[src/rtl/reg_write_demux8_16_pkg.sv]
// Shared constants and commit-buffer state encoding for the 8 x 16-bit register bank write side.
package reg_write_demux8_16_pkg;

    localparam int unsigned REG_WIDTH = 16;
    localparam int unsigned REG_NUM   = 8;
    localparam int unsigned REG_SEL_W = 3;

    typedef enum logic {
        BUF_EMPTY = 1'b0,
        BUF_FULL  = 1'b1
    } buf_state_t;

endpackage

[src/rtl/reg_write_demux8_16_dec3_8.sv]
// 3-bit index plus enable to 8-bit one-hot register write enables.
module dec3_8
    import reg_write_demux8_16_pkg::*;
(
    input  logic                 i_en,
    input  logic [REG_SEL_W-1:0] i_sel,
    output logic [REG_NUM-1:0]   o_onehot
);

    always_comb begin
        o_onehot = '0;
        if (i_en) begin
            o_onehot[i_sel] = 1'b1;
        end
    end

endmodule

[src/rtl/reg_write_demux8_16.sv]
// Write side of the 8 x 16-bit register bank: valid/ready into a one-entry commit buffer, then commit.
// Define REGFILE_BYPASS_EN to forward the pending buffered word onto regs_flat while it awaits commit.
module reg_write_demux8_16
    import reg_write_demux8_16_pkg::*;
#(
    parameter int unsigned WIDTH = REG_WIDTH,
    parameter int unsigned NREG  = REG_NUM,
    parameter int unsigned SEL_W = REG_SEL_W
) (
    input  logic                  clk,
    input  logic                  rst_n,
    input  logic                  wr_valid,
    input  logic [SEL_W-1:0]      wr_sel,
    input  logic [WIDTH-1:0]      wr_data,
    output logic                  wr_ready,
    input  logic                  hold,
    output logic [NREG*WIDTH-1:0] regs_flat,
    output logic                  pend_valid,
    output logic [7:0]            wr_count
);

    buf_state_t       r_state;
    buf_state_t       w_state_nxt;
    logic [SEL_W-1:0] r_buf_sel;
    logic [WIDTH-1:0] r_buf_data;
    logic [WIDTH-1:0] r_regs [NREG];
    logic [7:0]       r_count;
    logic [NREG-1:0]  w_we;
    logic             w_accept;
    logic             w_commit;

    always_ff @(posedge clk) begin
        if (!rst_n) begin
            r_state <= BUF_EMPTY;
        end else begin
            r_state <= w_state_nxt;
        end
    end

    // Accept while committing keeps the buffer FULL: the old entry drains, the new one replaces it.
    always_comb begin
        wr_ready    = (r_state == BUF_EMPTY) || !hold;
        w_accept    = wr_valid && wr_ready;
        w_commit    = (r_state == BUF_FULL) && !hold;
        w_state_nxt = r_state;
        if (w_accept) begin
            w_state_nxt = BUF_FULL;
        end else if (w_commit) begin
            w_state_nxt = BUF_EMPTY;
        end
    end

    always_ff @(posedge clk) begin
        if (!rst_n) begin
            r_buf_sel  <= '0;
            r_buf_data <= '0;
        end else if (w_accept) begin
            r_buf_sel  <= wr_sel;
            r_buf_data <= wr_data;
        end
    end

    dec3_8 u_dec (
        .i_en     (w_commit),
        .i_sel    (r_buf_sel),
        .o_onehot (w_we)
    );

    always_ff @(posedge clk) begin
        if (!rst_n) begin
            for (int unsigned i = 0; i < NREG; i++) begin
                r_regs[i] <= '0;
            end
            r_count <= '0;
        end else begin
            for (int unsigned i = 0; i < NREG; i++) begin
                if (w_we[i]) begin
                    r_regs[i] <= r_buf_data;
                end
            end
            if (w_commit) begin
                r_count <= r_count + 8'd1;
            end
        end
    end

    for (genvar gi = 0; gi < NREG; gi++) begin : g_out
`ifdef REGFILE_BYPASS_EN
        assign regs_flat[gi*WIDTH +: WIDTH] =
            ((r_state == BUF_FULL) && (r_buf_sel == SEL_W'(gi))) ? r_buf_data : r_regs[gi];
`else
        assign regs_flat[gi*WIDTH +: WIDTH] = r_regs[gi];
`endif
    end

    assign pend_valid = (r_state == BUF_FULL);
    assign wr_count   = r_count;

endmodule

[config.mk]
export PLATFORM = sky130hd
export DESIGN_NAME = reg_write_demux8_16
export DESIGN_NICKNAME = d
export VERILOG_FILES = /design/src/rtl/reg_write_demux8_16_pkg.sv /design/src/rtl/reg_write_demux8_16_dec3_8.sv /design/src/rtl/reg_write_demux8_16.sv
export SDC_FILE = /design/constraint.sdc
export NUM_CORES = 1
export LEC_CHECK = 0
export CORE_MARGIN = 8
export CORE_UTILIZATION = 55
export DETAILED_ROUTE_END_ITERATION = 16
export DONT_BUFFER_PORTS = 1
export PLACE_DENSITY = 0.7
export SETUP_SLACK_MARGIN = 0.02
export SKIP_CTS_REPAIR_TIMING = 1
export SLEW_MARGIN = 20
export SYNTH_ARGS = -nofsm -noshare
export SYNTH_HDL_FRONTEND = slang
export SYNTH_HIERARCHICAL = 1
export SYNTH_SLANG_ARGS = --single-unit
[constraint.sdc]
create_clock -name clk -period 2.75 [get_ports clk]
set_input_delay 0.55 -clock clk [delete_from_list [all_inputs] [get_ports clk]]
set_output_delay 0.55 -clock clk [all_outputs]
set_load 0.005 [all_outputs]
# Yosys cells after proc, flatten, opt, wreduce, memory -nomap -nowiden
# Memory sizes are Yosys's and may differ from the RTL's.
# Cells that the tools add are included.
# totals
regBits	28
latch_bits	0
ram_bits	128
rom_bits	0
inputBits	23
elab_cells	61
mem_count	1
# memory_table
memory	depth	width	read_ports	rd_ports_with_merged_regs	write_ports	line	source
r_regs	8	16	8	0	8	reg_write_demux8_16.sv:26	logic [WIDTH-1:0] r_regs [NREG];
# op_classes
n_addsub	1
multipliers	0
div	0
order_cmp	2
n_eq_ne	0
n_shift	0
n_mux	38
bitwise_logic	9
n_reduce_logical	6
# ops
op	n
2-to-1 mux 16 bit	8
2-to-1 mux 1 bit	28
adder 8 x 1 -> 8 bit (second input constant)	1
2-to-1 mux 8 bit	1
bitwise OR 1 bit	8
< comparator 3 x 4 -> 1 bit (second input constant)	1
demux 1 bit (select 3 bit)	1
>= comparator 3 x 1 -> 1 bit (second input constant)	1
logical AND 1 bit	3
nonzero test 2 bit	1
zero test 1 bit	1
logical OR 1 bit	1
NOT 1 bit	1

# Logic depth before layout (Yosys ltp)
# Gate-level depths: netlist of the first run.
# depth
ltp_word	9
mapped_depth	6

# Hierarchy
# Netlist of the first run, hierarchy kept.
# by_module_without_submodules
mod	instances	cells_per_inst	area_per_inst_um2	seq_area_each_um2
reg_write_demux8_16	1	396	5750.5	4404.2
dec3_8	1	8	95.1	0.0

# Least setup slack after synthesis of the first run
# OpenSTA, ideal clock, no wires.
# synth_path
kind	input to register
start	input port hold
end	memory r_regs[0][0] in the netlist's numbering (enable)
t_arrival_ns	1.930
t_required_ns	2.375
setup_slack_ns	0.446
stages	4
path_buffers	1
cell_sequence	and2b_2 clkbuf_1 nor4b_2 nand2b_1
# synth_rtl
item	line	source
start, declared	reg_write_demux8_16.sv:16	input logic hold,
end, declared	reg_write_demux8_16.sv:26	

==> impl_results.md, run 1 <==
- Pwr dens: 812 nW/um2
- Most frequent cell after synthesis: edfxtp_1
- DR iter-0 viols: 386
- Max incr delay on CP: 0.52 ns
- Fin cells: 554
- Clk sinks: 156
- Final wirelength: 14500 um
- Hpwl dp: 9140 um
- Synth top area cells: edfxtp_1 (66%), and3_1 (10%), dfxtp_1 (9.6%), nand2_1 (2.6%), a21oi_1 (2.1%)
- GRT Resource Usage Total: 0.201
- Nets: 429
- CTS buffer count: 17
- Maximum ir drop on the vdd rail: 0.420 mV
- Worst Path Max Fanout: 17
- Area growth syn-to-layout: 12.7%
- Fin. max-slew vios: 0
- Outcome: finished clean
- RSZ-0062 raised after global routing: no
- Initial antenna violation count: 0
- Fin crit share: 0.812
- Sequential-to-total area share from yosys stat: 0.753
- Net count after synthesis: 428
- Synthesized instance count: 404
- Leak pwr: 2.76 nW
- Setup tns final: 0 ns
- Worst-case clock buffer depth: 2
- Antenna Cells: 0
- Worst-Margin Slew: 0.778 ns
- Chip width: 119 um
- Via count of the first global-routing pass: 3294
- Final hold violations: 0
- Cell variety after synth: 35
- Buf/Inv on CP: 1
- Global route overflow: 0
- HP Class: input pin to flip-flop
- Synth area leader: edfxtp_1
- Core Footprint: 10300 um2
- Worst path top cell family by delay: simple AND/OR/NAND/NOR gates
- Antenna viol nets, final: 0
- Layout Utilization: 0.638
- Worst skew pair latency: 0.52 ns
- Largest net degree at the start of global routing: 122
- CTS tree: done
- Drt drc: 0
- # placed instances: 522
- Post-synth EDFFs: 128
- Yosys top cell area share: 0.658
- Mapped Avg Cell Area: 14.5 um2
- Cell chain of the critical path: and2b_2 -> and4b_2 -> nand2b_1 -> buf_4
- Global-route wire length before repair: 21000 um
- Die height: 119 um
- Initial Util: 0.566
- Setup violations, final: 0
- CP Class: flip-flop to flip-flop
- Critical Path RT: 2.97 ns
- CP arrival: 2.45 ns
- Max-Cap Viols: 0
- Rows: 37
- Clk_skew: 0.0116 ns
- Ratio of cells with drive above 1 in the final layout: 0.124
- IO Pins: 161
- Peak Freq: 448 MHz
- DR pass1 iterations: 5
- Slew margin rel.: 0.478
- Critical path endpoint category: flip-flop
- Crit path max-delay cell type: dfxtp_1
- Warnings from Yosys: 6
- Routed via count: 3283
- CP Launch Type: flip-flop
- Ys async rst share: 0
- Top_reg_cell synth: edfxtp_1
- Total die area: 14200 um2
- Synthesized flop and latch total: 156
- PortBufs: 0
- Fin crit period: 2.23 ns
- CTS root buf: clkbuf_8
- DR vias/cell: 5.93
- Cell Area, Synth: 5850 um2
- Clock slew at reported path FFs: 0.07 ns
- Commonest cells post-synth: edfxtp_1 (128), and3_1 (97), nand2_1 (40)
- GP Congestion: 0.772
- Routed wire per std cell: 26.1 um
- H-tree Lvls: 4
[worst register-to-register path: cells and delay by family (launching register included)]
kind                   cells  cell delay (ns)
DFF                        1             0.52
buffers and inverters      1             0.26
and+or+nand+nor            3             1.15
[sequential cells by signal, summed over array words and instances, names as in the netlist]
register	cells
r_buf_data	16
pend_valid	1
r_buf_sel	3
r_regs	128
wr_count	8
[layer usage]
metal / part of all wire / GRT usage / up-vias
met2: 0.50 / 0.328 / 163
met1: 0.39 / 0.235 / 1602
met5: 0 / 0 / -
met3: 0.10 / 0.0761 / 15
li1: - / - / 1503
met4: 0.015 / 0.0870 / 0
[area by class of cell]
| cell class | instances | area (um2) |
|---|---|---|
| timing repair buffer | 8 | 60.1 |
| sequential | 156 | 4400 |
| tap | 136 | 170 |
| multi-input combinational | 219 | 1320 |
| fill | 745 | 3730 |
| clock inverter | 15 | 209 |
| inverter | 3 | 11.3 |
| clock buffer | 17 | 414 |
[per-stage QoR]
step | setup slack [ns] | cell area [um2] | power, mW | hold slack (ns)
finish | 0.518 | 6590 | 5.35 | 0.158
global route | 0.380 | 6590 | 5.49 | 0.139
CTS | 0.515 | 6590 | 5.39 | 0.134
detailed placement | 0.533 | 5970 | 2.94 | 0.513
global placement | 0.585 | 5970 | 2.94 | 0.500
floorplan | 0.446 | 5850 | 2.86 | 0.467
[report_power, final]
group / switching, mW / total (mW) / internal, mW
registers: 0.116 / 2.77 / 2.66
clock network: 0.968 / 2.46 / 1.49
logic: 0.0794 / 0.113 / 0.0340
total: 1.16 / 5.35 / 4.19
[cell usage in the layout (no fill, tap or decap), types with 3 or more instances in the layout]
cell type,instances
edfxtp_1,128
and3_1,97
nand2_1,40
dfxtp_1,28
a21oi_1,25
and2_1,16
clkbuf_16,16
nand2b_1,8
buf_4,8
inv_6,6
nor2_1,4
bufinv_16,4
nand3_1,3
[kinds of logic (layout without fill, tap and decap cells)]
kind of cell,count (synthesis),after routing,share of synthesized area
adder cells (fa/ha/maj),1,1,0.00214
XOR/XNOR,2,2,0.00300
AND/OR/NAND/NOR,183,183,0.189
buffers and inverters,29,43,0.0205
flip-flops,156,156,0.753
multiplexers,1,1,0.00171
AO/OA/AOI/OAI,32,32,0.0306
[final timing paths]
kind	start	endpoint	slack [ns]	cells after the start
max reg2reg	pend_valid	r_regs[0][49]	0.52	4
max	pend_valid	r_regs[0][49]	0.52	4
min	wr_data[14]	r_buf_data[14]	0.16	2
min reg2reg	wr_count[7]	wr_count[7]	0.52	2
Power figures use the tool's default switching activity.
==> run 2, diff against run 1 <==
- ABC_AREA: not set -> 1
- PLACE_DENSITY: 0.7 -> 0.73
- clock period: 2.75 -> 1.9 ns (I/O delays scaled with it)
==> impl_results.md, run 2 <==
- Outcome: finished clean
- Commonest cells post-synth: edfxtp_1 (128), nor2_1 (123), inv_1 (42)
- Cell variety after synth: 26
- Reg2Reg Setup Slack: 0.25 ns
- Flop pwr share: 0.536
- Worst Path Max Fanout: 37
- Net count after synthesis: 459
- CP arrival: 2.06 ns
- Sequential cell area: 4400 um2
- IO Pins: 161
- Drt drc: 0
- Synth area leader: edfxtp_1
- Hold wc startpoint: rst_n
- Most flops, register: r_regs
- Ys async rst share: 0
- Worst-Margin Slew: 0.422 ns
- Rows: 37
- Cell Area, Synth: 5840 um2
- Core Footprint: 10300 um2
- Post-synth EDFFs: 128
- Sequential-to-total area share from yosys stat: 0.755
- Global-route wire length before repair: 19400 um
- DR iter-0 viols: 353
- Die height: 119 um
- GP Congestion: 0.754
- Crit path max-delay cell type: dlygate4sd3_1
- Hold Path Depth: 2
- Clk pwr share: 0.423
- Leak pwr: 2.49 nW
- Fin crit share: 0.870
- CTS buffer count: 17
- Critical Path RT: 2.30 ns
- Pint: 5.69 mW
- Cell chain of the critical path: buf_4 -> nand2_4 -> nand2_8 -> o21ai_2 -> dlygate4sd3_1 -> nor2_1
- Antenna viol nets, final: 0
- Worst Hold End: r_buf_data[15]
- Hpwl dp: 9410 um
- Mapped Avg Cell Area: 13.4 um2
- Area growth syn-to-layout: 11.6%
- Slew margin rel.: 0.719
- Antenna Cells: 0
- Yosys top cell area share: 0.659
- Routed wire per std cell: 21.9 um
- Synth top area cells: edfxtp_1 (66%), dfxtp_1 (9.6%), nor2_1 (7.9%), inv_1 (2.7%), o21ai_2 (2.7%)
- Max-Cap Viols: 0
- H-tree Lvls: 4
- R2R Path Start: pend_valid
- DR pass1 iterations: 5
- Hold slack final: 0.0105 ns
- Net Sw Frac: 0.231
- Largest net degree at the start of global routing: 49
- Fin. max-slew vios: 0
- GRT Resource Usage Total: 0.183
- Max reg flops: 128
- Clock slew at reported path FFs: 0.07 ns
- Fin crit period: 1.65 ns
- DR vias/cell: 5.34
- Worst skew pair latency: 0.51 ns
- Synthesized instance count: 435
- Clk sinks: 156
- CP Class: flip-flop to flip-flop
- Initial Util: 0.565
- Top_reg_cell synth: edfxtp_1
- Total die area: 14200 um2
- CTS root buf: clkbuf_8
- CTS tree: done
- Critical path endpoint category: flip-flop
- Synthesized flop and latch total: 156
- PortBufs: 0
- Pwr dens: 1140 nW/um2
- Net Sw Power: 1.71 mW
- Tot Pwr: 7.41 mW
- Comb pwr share: 0.041
- Worst-case clock buffer depth: 2
- Setup violations, final: 0
- Routed via count: 3197
- Commonest non-fill, non-tap cell in the layout: edfxtp_1
- HP Class: input pin to flip-flop
- Fill cell count: 779
- Initial antenna violation count: 0
- CP Launch Type: flip-flop
- Max incr delay on CP: 0.56 ns
- Chip width: 119 um
- Most frequent cell after synthesis: edfxtp_1
- Global route overflow: 0
- Maximum ir drop on the vdd rail: 0.487 mV
- Nets: 474
- RSZ-0062 raised after global routing: no
- Ratio of cells with drive above 1 in the final layout: 0.194
- Final hold violations: 0
- Worst R2R End: r_buf_sel[2]
- Commonest non-fill, non-tap cells in the layout: edfxtp_1 (128), nor2_1 (123), inv_1 (42)
- Setup tns final: 0 ns
- Clk_skew: 0.00964 ns
- Area of the multi-input gates: 1120 um2
- Fin area: 6510 um2
- Final wirelength: 13100 um
- Peak Freq: 605 MHz
- Worst R2R Path Depth: 6
- Via count of the first global-routing pass: 3224
- Warnings from Yosys: 6
- Area after DPL: 5910 um2
==> run 2: logic make-up after synthesis <==
kind of cell	share of synthesized area
AOI/OAI and AO/OA	0.0570
xor gates and xnor gates	0.00150
adders and majority gates	0.00214
buffers and inverters	0.0527
DFF	0.755
and+or+nand+nor	0.132
==> run 2: routing by layer <==
| metal | vias up | track usage | wire, um |
|---|---|---|---|
| met5 | - | 0 | 0 |
| met4 | 0 | 0.0640 | 138 |
| met3 | 10 | 0.0883 | 1300 |
| met2 | 128 | 0.322 | 7110 |
| met1 | 1583 | 0.186 | 4580 |
| li1 | 1476 | - | - |
==> run 2: area by class of cell <==
cell class	instances	share of cell area
Clock inverter	15	0.0217
Tap cell	136	0.0261
Multi-Input combinational cell	222	0.172
Sequential cell	156	0.676
Inverter	42	0.0242
Clock buffer	17	0.0636
Timing Repair Buffer	11	0.0158
==> run 2: metrics by stage <==
step           setup slack, ns  std cells   util
3_5_place_dp             0.166        563  0.572
4_1_cts                  0.276        595  0.626
3_3_place_gp             0.209        563  0.572
5_1_grt                  0.106        599  0.631
2_1_floorplan            0.266        435      -
6_report                 0.247        599  0.631
==> run 2: worst max-delay path by stage <==
stage / from / end / slack (ns) / cells past startpoint
after floorplan: pend_valid / r_regs[0][48] / 0.27 / 5
after global placement: hold / r_regs[0][9] / 0.21 / 6
after detailed placement: hold / r_regs[0][8] / 0.17 / 6
after CTS: pend_valid / r_regs[1][19] / 0.28 / 5
after global routing: pend_valid / r_regs[0][2] / 0.11 / 5
final: pend_valid / r_buf_sel[2] / 0.25 / 6
==> run 2: critical path: cells and delay by family, from the launching register on <==
kind                   cells  cell delay, ns
buffers and inverters      2            0.71
AOI/OAI and AO/OA          1            0.18
DFF                        1            0.31
and+or+nand+nor            3            0.35
==> run 2: power groups by stage <==
stage	Sequential, mW	Combinational (mW)	Clock [mW]
6_report	3.97	0.306	3.13
5_1_grt	3.99	0.343	3.30
4_1_cts	3.98	0.292	3.17
3_5_place_dp	4.05	0.288	0
3_3_place_gp	4.04	0.276	0
2_1_floorplan	4.00	0.249	0
==> run 3, diff against run 2 <==
- CORE_ASPECT_RATIO: not set -> 1.75
==> impl_results.md, run 3 (synthesis gave the netlist of run 2 again) <==
- Area growth syn-to-layout: 11.3%
- Initial antenna violation count: 0
- GP Congestion: 0.771
- Total die area: 14300 um2
- Layout Utilization: 0.618
- Fin. max-slew vios: 0
- Pint: 5.93 mW
- DR vias/cell: 5.62
- Setup WS post-layout: 0.230 ns
- Worst-Margin Slew: 0.510 ns
- Routed wire per std cell: 25.0 um
- HP Class: input pin to flip-flop
- Worst skew pair latency: 0.42 ns
- Max incr delay on CP: 0.38 ns
- Setup tns final: 0 ns
- Area after DPL: 5890 um2
- Reg2Reg Setup Slack: 0.23 ns
- Via count of the first global-routing pass: 3341
- Antenna viol nets, final: 0
- Slew margin rel.: 0.659
- Fin crit period: 1.67 ns
- DR iter-0 viols: 232
- Hold slack final: 0.0773 ns
- Max-Cap Viols: 0
- CTS buffer count: 17
- Hpwl dp: 10200 um
- RSZ-0062 raised after global routing: no
- Most flops, register: r_regs
- CP arrival: 1.74 ns
- Peak Freq: 599 MHz
- Drt drc: 0
- Chip width: 93.9 um
- Die height: 152 um
- Pwr dens: 1190 nW/um2
- Comb pwr share: 0.039
- Crit path max-delay cell type: or2_2
- Routed via count: 3304
- CTS tree: done
- Largest net degree at the start of global routing: 49
- Outcome: finished clean
- Worst Path Max Fanout: 16
- Net Sw Power: 1.76 mW
- Fin crit share: 0.879
- Core Footprint: 10500 um2
- # placed instances: 556
- Dpl ws: 0.137 ns
- Fin area: 6490 um2
- Global route overflow: 0
- Nets: 469
- Fin cells: 588
- Worst-case clock buffer depth: 2
- CP Launch Type: flip-flop
- Leak pwr: 2.48 nW
- CP Class: flip-flop to flip-flop
- Final wirelength: 14700 um
- GRT Resource Usage Total: 0.209
- Critical Path RT: 1.97 ns
- Commonest non-fill, non-tap cells in the layout: edfxtp_1 (128), nor2_1 (123), inv_1 (42)
- Setup violations, final: 0
- Ratio of cells with drive above 1 in the final layout: 0.192
- CTS root buf: clkbuf_16
- Clk pwr share: 0.444
- Maximum ir drop on the vdd rail: 0.770 mV
- Clock slew at reported path FFs: 0.06 ns
- Clk sinks: 156
- Fill cell count: 777
- Commonest non-fill, non-tap cell in the layout: edfxtp_1
- DR pass1 iterations: 5
- Tot Pwr: 7.70 mW
- Antenna Cells: 0
- IO Pins: 161
- Clk_skew: 0.0124 ns
- Crit path top cell by count: nand2_1
- Initial Util: 0.555
- Cell chain of the critical path: nand2_1 -> inv_1 -> nand2_1 -> nor2_1 -> or2_2
- Rows: 50
- Net Sw Frac: 0.229
- Critical path endpoint category: flip-flop
- H-tree Lvls: 4
- Max reg flops: 128
- Flop pwr share: 0.517
- Final hold violations: 0
- PortBufs: 0
- Global-route wire length before repair: 21300 um
-- run 3: cell count changes in the layout (fill, tap and decap cells not counted), sizes merged --
cell         change
buf              -2
bufinv           +1
clkbuf           +2
clkinv           -6
clkinvlp         +2
dlygate4sd3      -3
inv              +1
-- run 3: critical path: cells and delay by family, from the launching register on --
kind                   cells  cell delay [ns]
and+or+nand+nor            4             0.84
DFF                        1             0.34
buffers and inverters      1             0.15
-- run 3: worst paths after layout --
path                      from       endpoint  cells after the start
hold / removal           rst_n   r_buf_sel[2]                      2
setup / recovery    pend_valid  r_regs[0][12]                      5
hold reg to reg   r_buf_sel[1]   r_buf_sel[1]                      2
setup reg to reg    pend_valid  r_regs[0][12]                      5
-- run 3: power groups by stage --
stage / combinational, mW / clock [mW] / sequential [mW]
2_1_floorplan: 0.249 / 0 / 4.00
3_3_place_gp: 0.284 / 0 / 4.04
3_5_place_dp: 0.297 / 0 / 4.05
4_1_cts: 0.304 / 3.43 / 3.98
5_1_grt: 0.329 / 3.56 / 3.99
6_report: 0.300 / 3.42 / 3.98
-- run 3: routing by layer --
| metal | GRT usage | up-vias | wire [um] |
|---|---|---|---|
| li1 | - | 1467 | - |
| met1 | 0.196 | 1615 | 4500 |
| met2 | 0.375 | 193 | 8350 |
| met3 | 0.0740 | 29 | 1300 |
| met4 | 0.110 | 0 | 542 |
| met5 | 0 | - | 0 |
-- run 3: area by class of cell --
class / instances / area, um2 / area share
well taps: 130 / 163 / 0.0251
repair buffers: 6 / 45.0 / 0.00694
clock buffers: 19 / 443 / 0.0682
flip-flops and latches: 156 / 4400 / 0.678
clock inverters: 13 / 156 / 0.0241
inverters: 42 / 158 / 0.0243
multi-input cells: 222 / 1120 / 0.173
